## src/rtl/weight_streamer.sv

```systemverilog
// ---------------------------------------------------------------------------
// weight_streamer
//
// Streams numWeight consecutive words out of a synchronous-read weight memory
// to a valid/ready consumer. Each start request runs one pass: addresses
// 0..numWeight-1 are issued in order, the returned words are parked in a
// 2-entry FIFO and presented to the consumer from the FIFO head. Address
// issue is throttled so that buffered plus in-flight words never exceed two,
// which lets a held-high w_ready drain one beat per cycle with no bubbles.
//
// Parameters
//   numWeight    : weights per pass (1 .. 2^(addressWidth+1))
//   addressWidth : read address is addressWidth+1 bits wide
//   dataWidth    : weight word width
//
// Ports
//   CLK      in   clock, all state changes on the rising edge
//   RESET    in   synchronous active-high reset
//   start    in   request one pass (only honoured while idle)
//   radd     out  read address to the weight memory
//   wout     in   memory data for the address presented one edge earlier
//   w_data   out  weight presented to the consumer
//   w_valid  out  w_data holds a valid weight
//   w_ready  in   consumer accepts the current beat
//   w_last   out  current beat is the final weight of the pass
//   busy     out  a pass is in progress
//   done     out  one-cycle pulse after the final beat transfers
// ---------------------------------------------------------------------------
module weight_streamer #(
    parameter int numWeight    = 3,
    parameter int addressWidth = 10,
    parameter int dataWidth    = 16
) (
    input  logic                   CLK,
    input  logic                   RESET,
    input  logic                   start,
    output logic [addressWidth:0]  radd,
    input  logic [dataWidth-1:0]   wout,
    output logic [dataWidth-1:0]   w_data,
    output logic                   w_valid,
    input  logic                   w_ready,
    output logic                   w_last,
    output logic                   busy,
    output logic                   done
);

    localparam int AW = addressWidth + 1;
    localparam logic [AW-1:0] LAST_INDEX = AW'(numWeight - 1);
    localparam logic [AW-1:0] ONE        = AW'(1);

    typedef enum logic [1:0] {
        IDLE,
        STREAM,
        FLUSH
    } state_t;

    state_t state;
    state_t state_next;

    logic [AW-1:0]        issue_addr;
    logic [AW-1:0]        last_addr;
    logic [AW-1:0]        beat_count;
    logic                 in_flight;

    logic [dataWidth-1:0] fifo_mem [2];
    logic                 wr_ptr;
    logic                 rd_ptr;
    logic [1:0]           occupancy;

    logic                 pop;
    logic                 issue;
    logic                 final_beat;
    logic [2:0]           pending;

    // Consumer-side view of the FIFO head. w_data is forced to zero while
    // empty so stale FIFO contents never leak out after reset.
    assign w_valid    = (occupancy != 2'd0);
    assign w_data     = w_valid ? fifo_mem[rd_ptr] : '0;
    assign w_last     = w_valid && (beat_count == LAST_INDEX);
    assign pop        = w_valid && w_ready;
    assign final_beat = pop && w_last;
    assign busy       = (state != IDLE);

    // Words that will still be held after this cycle's pop. Issuing only
    // when this is at most one keeps buffered + in-flight within the FIFO.
    assign pending = {1'b0, occupancy} + {2'b00, in_flight} - {2'b00, pop};

    // The address is presented combinationally in the issuing cycle; in all
    // other cycles radd keeps showing the most recently issued address.
    assign radd = issue ? issue_addr : last_addr;

    always_ff @(posedge CLK) begin
        if (RESET) begin
            state <= IDLE;
        end else begin
            state <= state_next;
        end
    end

    always_comb begin
        state_next = state;
        issue      = 1'b0;
        unique case (state)
            IDLE: begin
                if (start) begin
                    state_next = STREAM;
                end
            end
            STREAM: begin
                issue = (pending <= 3'd1);
                if (issue && (issue_addr == LAST_INDEX)) begin
                    state_next = FLUSH;
                end
            end
            FLUSH: begin
                if (final_beat) begin
                    state_next = IDLE;
                end
            end
            default: begin
                state_next = IDLE;
            end
        endcase
    end

    // Address generation: issue_addr is the next address to send, last_addr
    // remembers what radd shows between issues.
    always_ff @(posedge CLK) begin
        if (RESET) begin
            issue_addr <= '0;
            last_addr  <= '0;
        end else if ((state == IDLE) && start) begin
            issue_addr <= '0;
        end else if (issue) begin
            last_addr  <= issue_addr;
            issue_addr <= issue_addr + ONE;
        end
    end

    // One-cycle marker that memory data for an issued address arrives on
    // wout in the next cycle and must be captured.
    always_ff @(posedge CLK) begin
        if (RESET) begin
            in_flight <= 1'b0;
        end else begin
            in_flight <= issue;
        end
    end

    // FIFO storage has no reset; validity is tracked by occupancy alone.
    always_ff @(posedge CLK) begin
        if (in_flight) begin
            fifo_mem[wr_ptr] <= wout;
        end
    end

    always_ff @(posedge CLK) begin
        if (RESET) begin
            wr_ptr    <= 1'b0;
            rd_ptr    <= 1'b0;
            occupancy <= 2'd0;
        end else begin
            if (in_flight) begin
                wr_ptr <= ~wr_ptr;
            end
            if (pop) begin
                rd_ptr <= ~rd_ptr;
            end
            occupancy <= occupancy + {1'b0, in_flight} - {1'b0, pop};
        end
    end

    // Beat counter restarts on the final transfer so a following pass
    // begins at index zero without extra bookkeeping.
    always_ff @(posedge CLK) begin
        if (RESET) begin
            beat_count <= '0;
        end else if (final_beat) begin
            beat_count <= '0;
        end else if (pop) begin
            beat_count <= beat_count + ONE;
        end
    end

    always_ff @(posedge CLK) begin
        if (RESET) begin
            done <= 1'b0;
        end else begin
            done <= final_beat;
        end
    end

endmodule

```

## config.mk

```make
export PLATFORM = sky130hd
export DESIGN_NAME = weight_streamer
export DESIGN_NICKNAME = d
export VERILOG_FILES = /design/src/rtl/weight_streamer.sv
export SDC_FILE = /design/constraint.sdc
export NUM_CORES = 1
export LEC_CHECK = 0
export BUFFER_PORTS_ARGS = -buffer_cell sky130_fd_sc_hd__buf_4
export CAP_MARGIN = 40
export CELL_PAD_IN_SITES_DETAIL_PLACEMENT = 1
export CELL_PAD_IN_SITES_GLOBAL_PLACEMENT = 2
export CORE_MARGIN = 2
export CORE_UTILIZATION = 26
export DETAILED_ROUTE_END_ITERATION = 16
export PLACE_DENSITY_LB_ADDON = 0.1
export SYNTH_ARGS = -nofsm -noshare
export SYNTH_HDL_FRONTEND = slang
export SYNTH_SLANG_ARGS = --single-unit
```

## constraint.sdc

```tcl
create_clock -name CLK -period 3.8 [get_ports CLK]
set_input_delay 0.57 -clock CLK [delete_from_list [all_inputs] [get_ports CLK]]
set_output_delay 0.57 -clock CLK [all_outputs]
set_load 0.02 [all_outputs]
```

Yosys cells after proc, flatten, opt, wreduce, memory -nomap -nowiden
Memories as Yosys holds them, arrays and structs flattened. A register that Yosys moved wholly into a read port is not among the register bits.
Cells that the tools add are included.

storage, ports and cells
  register bits = 41
  logic and storage cells = 48
  bits in writable memories = 32
  output and inout bits = 31
  memories kept = 1

memories
  memory    words  width  read ports  clocked after memory_dff  wr ports  RTL line  text
  fifo_mem  2      16     1           1                         1         65        logic [dataWidth-1:0] fifo_mem [2];

cells by class
  add/sub/neg operators = 6
  magnitude comparators = 1
  mux-type cells = 11
  bitwise gates (word level) = 2
  reduce and logical (&&, ||, !) cells = 11
  equality and inequality tests = 7

operators with widths
  cell                                                             count
  adder 11 x 1 -> 11 bit (second input constant)                   2
  == test 11 x 2 -> 1 bit (second input constant)                  2
  2-to-1 mux 16 bit                                                1
  2-to-1 mux 11 bit                                                1
  2-to-1 mux 2 bit                                                 3
  != test 2 bit (second input constant)                            3
  case mux 2 bit (3 select lines)                                  1
  logical AND 1 bit                                                5
  2-to-1 mux 1 bit                                                 5
  nonzero test 2 bit                                               2
  OR reduction 2 bit                                               2
  adder 2 x 1 -> 3 bit                                             1
  less-or-equal comparator 3 x 1 -> 1 bit (second input constant)  1
  AND reduction 3 bit                                              1
  subtractor 3 x 1 -> 3 bit                                        1
  adder 2 x 1 -> 2 bit                                             1
  == test 2 x 1 -> 1 bit (second input constant)                   1
  == test 2 bit (second input constant)                            1
  logical NOT 2 bit                                                1
  inverter 1 bit                                                   2
  subtractor 2 x 1 -> 2 bit                                        1

Longest topological paths before layout
  word-level depth = 7
  depth in mapped cells = 12
  depth with buffers taken out = 9

Worst setup path after synthesis
Ideal clock, no wire load.

  kind = input port to output port
  from = input port w_ready
  to = output port radd[0]
  stages = 10
  arrival = 3.062 ns
  path buffers = 2
  slack = 0.168 ns
  cells stage by stage = o21a_1 -> clkbuf_1 -> ha_1 -> inv_1 -> ha_1 -> fa_1 -> nand2b_1 -> nor3_2 -> buf_2 -> mux2_2

on the way
  cells in the longest elaborated chain, start to end = 5

RTL lines
  what                                     RTL line  text
  start: declaration                       41        input logic w_ready,
  logical AND 1 bit                        80        assign pop = w_valid && w_ready;
  net pop                                  70        logic pop;
  subtractor 3 x 1 -> 3 bit                86        assign pending = {1'b0, occupancy} + {2'b00, in_flight} - {2'b00, pop};
  net pending[1]                           73        logic [2:0] pending;
  less-or-equal comparator 3 x 1 -> 1 bit  110       issue = (pending <= 3'd1);
  2-to-1 mux 1 bit                         103       unique case (state)
  2-to-1 mux 11 bit                        --
  end: declaration                         37        output logic [addressWidth:0] radd,

The timed path passes the listed nets, and every way through them passes these cells.

Worst setup path after layout
  from = register occupancy[0]
  to = output port radd[10]

on the way
  cells in the longest elaborated chain, start to end = 6

RTL lines
  what                                                                          RTL line  text
  start: declaration                                                            68        logic [1:0] occupancy;
  start signal: assignment                                                      169       occupancy <= occupancy + {1'b0, in_flight} - {1'b0, pop};
  parallel branches: the longest is 2 deep, another holds adder 2 x 1 -> 3 bit  --
  subtractor 3 x 1 -> 3 bit (*)                                                 86
  net pending[1]                                                                73
  less-or-equal comparator 3 x 1 -> 1 bit (*)                                   110
  2-to-1 mux 1 bit (*)                                                          103
  2-to-1 mux 11 bit (*)                                                         --

Mark *: on every way through the listed nets, which the timed path passes.

==> impl_results.md <==
* Core area at 0.0115 mm^2
* Delay-heaviest family, CP: adder cells
* Die W at 113 um
* Crit path from: occupancy[0]$_SDFF_PP0_
* Crit path DAT at 3.03 ns
* Synth cell types at 40
* Sinks on Clock Net at 74
* Reg2reg path depth at 9
* Overflow after GRT at 0
* Hold Path Class: input pin to flip-flop
* Crit path buffers/inverters at 3
* CP Cell Sequence: o21a_1, ha_1, inv_1, ha_1, fa_1, nand2b_1, nor3_2, buf_6, mux2_2, buf_4
* PostCTS Resize Cnt at 0
* Setup_tns at 0 ns
* Crit start category: flip-flop
* RSZ-0062 raised after global routing: false
* Worst path max stage delay at 0.49 ns
* Hold-fix buffer count after cts at 0
* Post-Syn Nets at 300
* Slowest CP cell: fa_1
* Share of layout cells above drive strength 1 at 0.263
* First-pass GRT wire length at 11,500 um
* Static Leak at 1.52 nW
* Height of the die at 113 um
* Pwr dens at 644 mW/mm^2
* Slack of the worst reg-to-reg path at 0.84 ns
* Synth Warn # at 0
* Starting Density at 0.269
* Number of remaining DRC errors at 2
* Initial antenna violation count at 0
* Number of flops mapped to enable cells by yosys at 32
* Number of global-route vias before repair at 2,265
* Area Growth Syn to Fin at 29.3%
* Failing checks: design-rule violations
* H-tree depth at 3
* DRT iter0 DRCs at 81
* Synth area leaders: edfxtp_1, dfxtp_1, mux2i_1
* Routed len/inst at 14.3 um
* Sequential share of the synthesized area at 0.581
* Skew final at 0.00464 ns
* Hold Vio Cnt, Final at 0
* Mapped cell area at 0.00310 mm^2
* Routed Antenna Nets at 0
* Worst slew pin tran at 0.797 ns
* DRT Pass-1 Iters at 10
* Avg Inst Size Synth at 11.4 um^2
* Port Buffer Count at 50
* Most used flip-flop cell after synthesis: dfxtp_1
* Count leader, synth: dfxtp_1
* Placement Cell Area at 0.00369 mm^2
* Clock Path Buffers at 2
* Synth Instances at 273
* Final net count at 358
* GRT Util Overall at 0.118
* Status: finished with violations
* Area leader, netlist: edfxtp_1
* VDD IR-drop max at 267 uV
* Critical path endpoint: radd[10]
* Clk slew on worst S/H paths at 0.06 ns
* CTS Buf Count at 9
* Reg2reg end: issue_addr[10]$_SDFFE_PP0P_
* Die area at 0.0128 mm^2
* Crit path kind: flip-flop to output pin
* FF+latch count, synth at 74
* # diodes at 0
* Cell count along the critical path at 10
* Most frequent CP cell: ha_1
* Via count at 2,135
* Critical Path Sink Type: output pin
* Start of the worst register-to-register path: occupancy[0]$_SDFF_PP0_
* Total wire length at 6830 um
* Max FO, Critical Path at 12
* Pwr Total at 2.58 mW
* Final Core Density at 0.348
* Max transition margin at 0.469
* Tmin final at 3.60 ns
* Ys async rst share at 0
* Largest net degree at the start of global routing at 19
* IO Pins at 51
* Root buf cell: clkbuf_16
* Synth top area share at 0.310
* Final setup viols at 0
* Design area at 0.00401 mm^2
* DR vias/cell at 4.47
* Hold path depth at 1
* Synth cell count leaders: dfxtp_1, nor2_1, edfxtp_1
* CTS tree: built
* Post-CTS Setup Inserts at 0
* Required time of the critical path at 3.23 ns
* Routability cong. at 0.661
* Clock latency on the worst-skew pair at 0.34 ns
* Hpwl dp at 4830 um
* F_max at 278 MHz
* Max-cap viol count at 0
* Row cnt at 39
* Final period util at 0.948
* Slew Viols, Final at 0
## worst register-to-register path, stage by stage, from the launching register on
cell and delay (ns):
dfxtp_1 0.33, o21a_1 0.20, ha_1 0.27, inv_1 0.04
ha_1 0.17, fa_1 0.49, nand2b_1 0.23, or4_4 0.58
or4_1 0.42, a21oi_1 0.15
## where the power goes
part	switching [mW]	internal [mW]
sequential	0.0539	0.918
clock	0.315	0.587
combinational	0.391	0.317
total	0.760	1.82
## registers in the layout (all words and copies together), names as in the netlist, named ones only
register	cells
fifo_mem	32
beat_count	11
issue_addr	11
last_addr	11
occupancy	2
state	2
done	1
in_flight	1
rd_ptr	1
wr_ptr	1
## kinds of logic (layout without fill, tap and decap cells)
family | count (synthesis) | count (layout) | synth area share
and+or+nand+nor | 104 | 104 | 0.176
DFF | 74 | 74 | 0.581
muxes | 26 | 26 | 0.0880
buffers and inverters | 24 | 86 | 0.0307
AOI/OAI and AO/OA | 20 | 20 | 0.0396
xor gates and xnor gates | 18 | 18 | 0.0533
adders and majority gates | 7 | 7 | 0.0307
## placed cells by master, fill, tap and decap left out, drive strengths merged, types with 2 or more instances in the layout
cell type and instances:
a211oi 2, a21oi 6, and2 12, and3 3, and4 2, buf 58, bufinv 2, clkbuf 10
clkinv 3, dfxtp 42, edfxtp 32, ha 6, inv 13, mux2 10, mux2i 16, nand2 9
nand3 4, nand4 5, nor2 38, nor2b 5, nor3 5, nor4 8, o21ai 6, or3 6
or4 3, xnor2 12, xor2 6
## layer usage
layer | wire [um] | vias to the layer above | GRT usage
li1 | - | 1076 | -
met1 | 3040 | 1012 | 0.141
met2 | 3320 | 38 | 0.188
met3 | 359 | 9 | 0.0525
met4 | 109 | 0 | 0.0439
met5 | 0 | - | 0
## worst min-delay path by stage
stage / from / to / slack, ns
6_report: wout[9] / fifo_mem[1][9]$_DFFE_PP_ / 0.41
5_1_grt: wout[7] / fifo_mem[1][7]$_DFFE_PP_ / 0.40
4_1_cts: wout[13] / fifo_mem[1][13]$_DFFE_PP_ / 0.40
3_5_place_dp: issue_addr[10]$_SDFFE_PP0P_ / issue_addr[10]$_SDFFE_PP0P_ / 0.50
3_3_place_gp: issue_addr[9]$_SDFFE_PP0P_ / issue_addr[9]$_SDFFE_PP0P_ / 0.49
2_1_floorplan: issue_addr[10]$_SDFFE_PP0P_ / issue_addr[10]$_SDFFE_PP0P_ / 0.46
## metrics by stage
| stage | instances | setup slack (ns) | hold slack [ns] |
|---|---|---|---|
| 2_1_floorplan | 273 | 0.168 | 0.456 |
| 3_3_place_gp | 462 | 0.271 | 0.490 |
| 3_5_place_dp | 463 | 0.236 | 0.498 |
| 4_1_cts | 478 | 0.126 | 0.395 |
| 5_1_grt | 478 | 0.00187 | 0.397 |
| 6_report | 478 | 0.197 | 0.414 |
## final cells by class
class,instances,area (um^2)
Clock buffer,10,239
Inverter,13,48.8
Multi-Input combinational cell,175,1200
Tap cell,143,179
Sequential cell,74,1800
Timing Repair Buffer,58,459
Clock inverter,5,78.8
Fill cell,1287,7510
(Power assumes the default switching activity.)
